**src/rtl/regfile_v3.sv**
```systemverilog
// regfile_v3: parametrised register file with hardwired zero register,
// write-through bypass, per-register pending scoreboard for hazard detection
// and a sequential clear engine that zeroes one entry per cycle.
//
// state | meaning
// ------+------------------------------------------------------------
// SWEEP | clear engine zeroing mem[ptr] each edge; requests ignored
// IDLE  | normal operation: reads, writebacks, allocations
module regfile_v3 #(
   parameter int DWIDTH = 16,
   parameter int AWIDTH = 3
) (
   input  logic              clk,
   input  logic              rst_n,
   input  logic              clear,
   output logic              busy,
   input  logic              rs_req,
   input  logic [AWIDTH-1:0] rs_addr,
   output logic [DWIDTH-1:0] rs_data,
   output logic              rs_valid,
   input  logic              rt_req,
   input  logic [AWIDTH-1:0] rt_addr,
   output logic [DWIDTH-1:0] rt_data,
   output logic              rt_valid,
   input  logic              wr_en,
   input  logic [AWIDTH-1:0] wr_addr,
   input  logic [DWIDTH-1:0] wr_data,
   input  logic              alloc_en,
   input  logic [AWIDTH-1:0] alloc_addr,
   output logic              alloc_ready
);

   localparam int NREGS = 1 << AWIDTH;
   localparam logic [AWIDTH-1:0] PTR_FIRST = AWIDTH'(1);
   localparam logic [AWIDTH-1:0] PTR_LAST  = '1;
   localparam logic [AWIDTH-1:0] ADDR_ZERO = '0;

   typedef enum logic {SWEEP, IDLE} state_t;

   state_t            state;
   logic [AWIDTH-1:0] ptr;
   logic [NREGS-1:0]  pending;
   logic [DWIDTH-1:0] mem [NREGS];

   logic wr_ok;
   logic alloc_ok;

   assign busy        = (state == SWEEP);
   assign wr_ok       = !busy && wr_en && (wr_addr != ADDR_ZERO);
   assign alloc_ready = !busy && ((alloc_addr == ADDR_ZERO) || !pending[alloc_addr]);
   assign alloc_ok    = alloc_en && alloc_ready && (alloc_addr != ADDR_ZERO);

   // Sweep sequencing and scoreboard; allocation is applied after the write
   // so a same-cycle producer leaves the register pending.
   always_ff @(posedge clk or negedge rst_n) begin
      if (!rst_n) begin
         state   <= SWEEP;
         ptr     <= PTR_FIRST;
         pending <= '0;
      end else if (clear) begin
         state   <= SWEEP;
         ptr     <= PTR_FIRST;
         pending <= '0;
      end else if (state == SWEEP) begin
         ptr <= ptr + AWIDTH'(1);
         if (ptr == PTR_LAST) begin
            state <= IDLE;
         end
      end else begin
         if (wr_ok) begin
            pending[wr_addr] <= 1'b0;
         end
         if (alloc_ok) begin
            pending[alloc_addr] <= 1'b1;
         end
      end
   end

   // Register array: no reset, contents established by the sweep; a clear
   // request on the same edge takes precedence over sweep and writeback.
   always_ff @(posedge clk) begin
      if (!clear) begin
         if (busy) begin
            mem[ptr] <= '0;
         end else if (wr_ok) begin
            mem[wr_addr] <= wr_data;
         end
      end
   end

   // rs read port, priority: request, busy, zero register, bypass, array.
   always_comb begin
      rs_data  = '0;
      rs_valid = 1'b0;
      if (rs_req && !busy) begin
         if (rs_addr == ADDR_ZERO) begin
            rs_valid = 1'b1;
         end else if (wr_en && (wr_addr == rs_addr)) begin
            rs_data  = wr_data;
            rs_valid = 1'b1;
         end else begin
            rs_data  = mem[rs_addr];
            rs_valid = !pending[rs_addr];
         end
      end
   end

   // rt read port, same priority as rs.
   always_comb begin
      rt_data  = '0;
      rt_valid = 1'b0;
      if (rt_req && !busy) begin
         if (rt_addr == ADDR_ZERO) begin
            rt_valid = 1'b1;
         end else if (wr_en && (wr_addr == rt_addr)) begin
            rt_data  = wr_data;
            rt_valid = 1'b1;
         end else begin
            rt_data  = mem[rt_addr];
            rt_valid = !pending[rt_addr];
         end
      end
   end

endmodule

```
**config.mk**
```make
export PLATFORM = sky130hd
export DESIGN_NAME = regfile_v3
export DESIGN_NICKNAME = d
export VERILOG_FILES = /design/src/rtl/regfile_v3.sv
export SDC_FILE = /design/constraint.sdc
export NUM_CORES = 1
export LEC_CHECK = 0
export ABC_AREA = 1
export CORE_ASPECT_RATIO = 0.5
export CORE_UTILIZATION = 30
export DETAILED_ROUTE_END_ITERATION = 8
export MAX_ROUTING_LAYER = met4
export PLACE_DENSITY = 0.57
export SYNTH_ARGS = -nofsm -noshare
export SYNTH_HDL_FRONTEND = slang
export SYNTH_SLANG_ARGS = --single-unit
```
**constraint.sdc**
```tcl
create_clock -name clk -period 2.6 [get_ports clk]
set_input_delay 0.52 -clock clk [delete_from_list [all_inputs] [get_ports clk]]
set_output_delay 0.52 -clock clk [all_outputs]
set_load 0.05 [all_outputs]
```
; ---- Yosys cells after proc, flatten, opt, wreduce, memory -nomap -nowiden
; Memory sizes are Yosys's and may differ from the RTL's.
; Cells that the tools add are included.
[classes]
n_addsub = 1
magnitude_cmp = 6
eq_ne = 4
mux = 43
bitwise = 4
reduce_logical = 22
[ops]
columns = operator, count
row1 = $mux W16, 7
row2 = $mux W8, 6
row3 = $mux W1, 22
row4 = $lt A3 B4 Y1 const B, 4
row5 = $reduce_or A16 Y1, 1
row6 = $logic_and A1 B1 Y1, 11
row7 = $bmux W1 S3, 3
row8 = $logic_not A3 Y1, 3
row9 = $mux W3, 3
row10 = $and A8 B8 Y8, 1
row11 = $not A8 Y8, 1
row12 = $or A8 B8 Y8, 1
row13 = $demux W1 S3, 2
row14 = $eq A3 B3 Y1, 2
row15 = $ge A3 B1 Y1 const B, 2
row16 = $reduce_bool A3 Y1, 2
row17 = $add A3 B1 Y3 const B, 1
row18 = $eq A3 B3 Y1 const B, 1
row19 = $logic_not A1 Y1, 3
row20 = $ne A2 B2 Y1 const B, 1
row21 = $reduce_bool A2 Y1, 1
row22 = $logic_or A1 B1 Y1, 1
row23 = $not A1 Y1, 1
[totals]
register_bits = 12
ram_bits = 128
inputBits = 35
out_inout_bits = 36
wordCells = 84
mem_count = 1
[memory_table]
columns = memory, depth, width, read_ports, rd_ports_with_merged_regs, wr, line_no
row1 = mem, 8, 16, 2, 0, 1, 43  ; logic [DWIDTH-1:0] mem [NREGS];

; ---- Depth between registers and ports, before layout
; Gate-level depths: netlist (run 1).
[logic_depth]
ltp_word = 13
mapped_depth = 11
ltp_nobuf = 10

; ---- Least setup slack after synthesis (run 1)
; OpenSTA, ideal clock, no wires.
[synth_path]
path_type = input to output
startpoint = input port rs_addr[0]
endpoint = output port rs_data[2]
arrival_ps = 2157
t_required_ps = 2080
slack_ps = -77
stages = 8
n_path_buf = 3
path_cell_list = buf_2 -> inv_2 -> buf_4 -> buf_6 -> nand2_1 -> a22oi_1 -> nand2_1 -> a31oi_1
[synth_via]
elab_chain_len = 5
elab_cells_between_ends = 7
cone_classes = eq/ne: 1 / mux: 3 / reduce/logical: 2 / memory: 1
[synth_lines]
columns = item, line_no
row1 = start: declaration, 18  ; input logic [AWIDTH-1:0] rs_addr,
row2 = "parallel branches: the longest is 3 deep, another holds $mem_v2 Z8 W16", --
row3 = $mux W16 (*), 96  ; if (rs_addr == ADDR_ZERO) begin
row4 = $mux W16 (*), 95  ; if (rs_req && !busy) begin
row5 = end: declaration, 19  ; output logic [DWIDTH-1:0] rs_data,
; Every way passes the cells marked *.

; ---- Worst setup path in the final report (run 1)
[layout_path]
startpoint = input port wr_addr[2]
endpoint = output port rs_data[12]
[layout_via]
elab_chain_len = 5
[layout_lines]
columns = item, line_no
row1 = start: declaration, 26  ; input logic [AWIDTH-1:0] wr_addr,
row2 = $eq A3 B3 Y1, 98  ; end else if (wr_en && (wr_addr == rs_addr)) begin
row3 = $logic_and A1 B1 Y1, 98
row4 = $mux W16, 98
row5 = $mux W16, 96
row6 = $mux W16, 95
; No other way between the ends.

==> reports/results.ini, run 1 <==
[floorplan]
die_w_um=229
start_util=0.306
die_area_um2=26400
coreArea_um2=25200
rows=41
die_h_um=115
ios=71

[setup_path]
rr_endpoint=mem[2][2]
rrSetupSlack_ns=0.38
cp_max_fo=5
crit_chain=dlygate4sd2_1, inv_2, nand2_1, a21oi_2, nand2_4, buf_12, buf_16, o21ai_2, a31oi_4, buf_12
slowest_delay_ns=0.27
path_common_cell=buf_12
critPathKind=primary input to output port
required_ns=2.08
r2r-start=state
crit_path_end_kind=output port
cp.arrival_ns=2.03
cpMaxStageDelayCell=dlygate4sd2_1
start_kind=primary input
r2r.worst_path.cells=9

[place]
dp_cells=1350
hpwl_um=17600
gp_congestion=0.843
dpl_cell_area_um2=9930
portBuffers=70

[final_layout]
multi_input_area_um2=3250
nets=1075
diodes=0
syn_to_final_growth_pct=41.7
finish.utilization=0.433
fill_cells=2377
stdcell_count=1395
design_area_um2=10900
drive_above_1_share=0.238
ff_latch_area_um2=4150

[synthesis]
synthFlopType=edfxtp_1
synth_top_area_cell=edfxtp_1
yosys_warnings=0
synth_area_leaders=edfxtp_1 50%, nand2_1 8.7%, a21oi_1 7.2%
ys_seq_elements=140
synthCells=901
synthArstFlopShare=0.0857
synth-edff-count=128
synth_area_um2=7710
synthesis.nets=938
synth_most_common_cell=nand2_1
syn_avg_cell_area_um2=8.56
synthDistinctLibCells=35
ys_seq_area_frac=0.538
synth_commonest_cells=179 x nand2_1, 128 x edfxtp_1, 111 x a21oi_1
synth_top_area_share=0.498

[power]
vdd_ir_drop_max_mv=0.503
p_leak_uw=0.00427
p_per_area_nw_per_um2=546

[clock_tree]
cts_tree=built
tritoncts.num_buffers=17
cts.sinks=140
root_buffer=clkbuf_16
insertion_delay_ns=0.43
h-tree-depth=4
clk_pin_slew_ns=0.06
clockBufferDepth=2

[drt]
via_per_inst=5.33
drc=0
ant_nets=0
drt-total-wl_um=27900
drtIter0Drc=678
first_pass_iters=7
wl_per_cell_um=20.0
vias=7438

[timing]
fin_skew_ns=0.0111
period_minus_slack_ns=2.55
fmax_mhz=393
slew_violations=0
hold_viol_final=0
slew_headroom=0.601
hold_slack_ns=0.476
setup_viol=0
min_period_over_period=0.980
setup-tns-final_ns=0
tightestPinTransition_ns=0.596

[job]
maxCapViolations=0

[global_route]
gr-usage-met3=0.0459
gr-total-overflow=0
grt_pass1_wl_um=41900
grt_max_degree=58
grt_pass1_vias=7188
met2_usage=0.347
top_usage_layer=met2
track_usage=0.220
met1_usage=0.279
grt_antenna_before_repair=0

[outcome]
status=completed

[min_path]
hold_path_class=primary input to async pin

==> cell families after synthesis <==
family / Yosys count / synth area share
AO/OA/AOI/OAI: 265 / 0.188
adder cells (fa/ha/maj): 2 / 0.00324
buffers and inverters: 138 / 0.0813
flip-flops: 140 / 0.538
AND/OR/NAND/NOR: 356 / 0.190
==> what timing repair did <==
action,in CTS,in global routing
setup buffers,1,6
gates cloned,5,1
endpoints found under the setup margin,34,25
pin swaps,8,3
hold buffers,0,0
resized for setup,50,33
==> cell type report <==
type / instances / share of cell area
Sequential cell: 140 / 0.379
Multi-Input combinational cell: 623 / 0.297
Timing Repair Buffer: 184 / 0.207
Tap cell: 344 / 0.0394
Clock buffer: 18 / 0.0393
Inverter: 72 / 0.0252
Clock inverter: 14 / 0.0121
==> sequential cells by signal, indices dropped and copies added, names as in the netlist <==
register / count
pending: 8
ptr: 3
mem: 128
state: 1
==> power breakdown <==
part	internal, uW	switching [uW]	total (uW)	leakage (uW)
logic	380	636	1020	0.00260
registers	2560	49.3	2610	0.00140
clock network	1330	1000	2330	0.000266
total	4280	1690	5960	0.00427
==> through the flow <==
| step | setup slack (ns) | power [uW] |
|---|---|---|
| floorplan | -0.0350 | 3150 |
| global placement | -0.250 | 3580 |
| detailed placement | -0.269 | 3590 |
| CTS | 0.0200 | 5960 |
| global route | -0.0000273 | 6170 |
| finish | 0.0533 | 5960 |
==> critical path, delay by kind of cell <==
kind	cells	cell delay, ns
AND/OR/NAND/NOR	2	0.25
buffers and inverters	5	0.84
AO/OA/AOI/OAI	3	0.41
==> cell usage in the layout, fill, tap and decap left out, drive strengths merged, types with 18 or more instances in the layout <==
| cell | n |
|---|---|
| a31oi | 18 |
| edfxtp | 128 |
| a21oi | 112 |
| o21ai | 106 |
| inv | 78 |
| buf | 150 |
| clkdlybuf4s50 | 24 |
| nor2 | 87 |
| nand3 | 77 |
| clkbuf | 21 |
| nand2 | 184 |
==> worst max-delay path by stage <==
stage,from,endpoint,cells past startpoint,slack [ns]
2_1_floorplan,rs_addr[0],rs_data[5],8,-0.03
3_5_place_dp,wr_addr[0],rs_data[8],10,-0.27
6_report,wr_addr[2],rs_data[12],10,0.05
4_1_cts,rs_req,rs_data[13],7,0.02
5_1_grt,wr_addr[2],rs_data[9],9,-0.00003
3_3_place_gp,wr_addr[1],rt_data[3],10,-0.25
==> per-layer routing <==
layer | vias to the layer above | part of all wire
met5 | - | 0
met2 | 392 | 0.45
met1 | 3564 | 0.43
met4 | 0 | 0.033
met3 | 62 | 0.086
li1 | 3420 | -
No activity file was read; power rests on OpenSTA's default activity.
==> run 2: changes to the inputs <==
Settings changed: CAP_MARGIN set to 20.
==> results of run 2 <==
The final DEF is identical to that of run 1; final timing and power are the same.
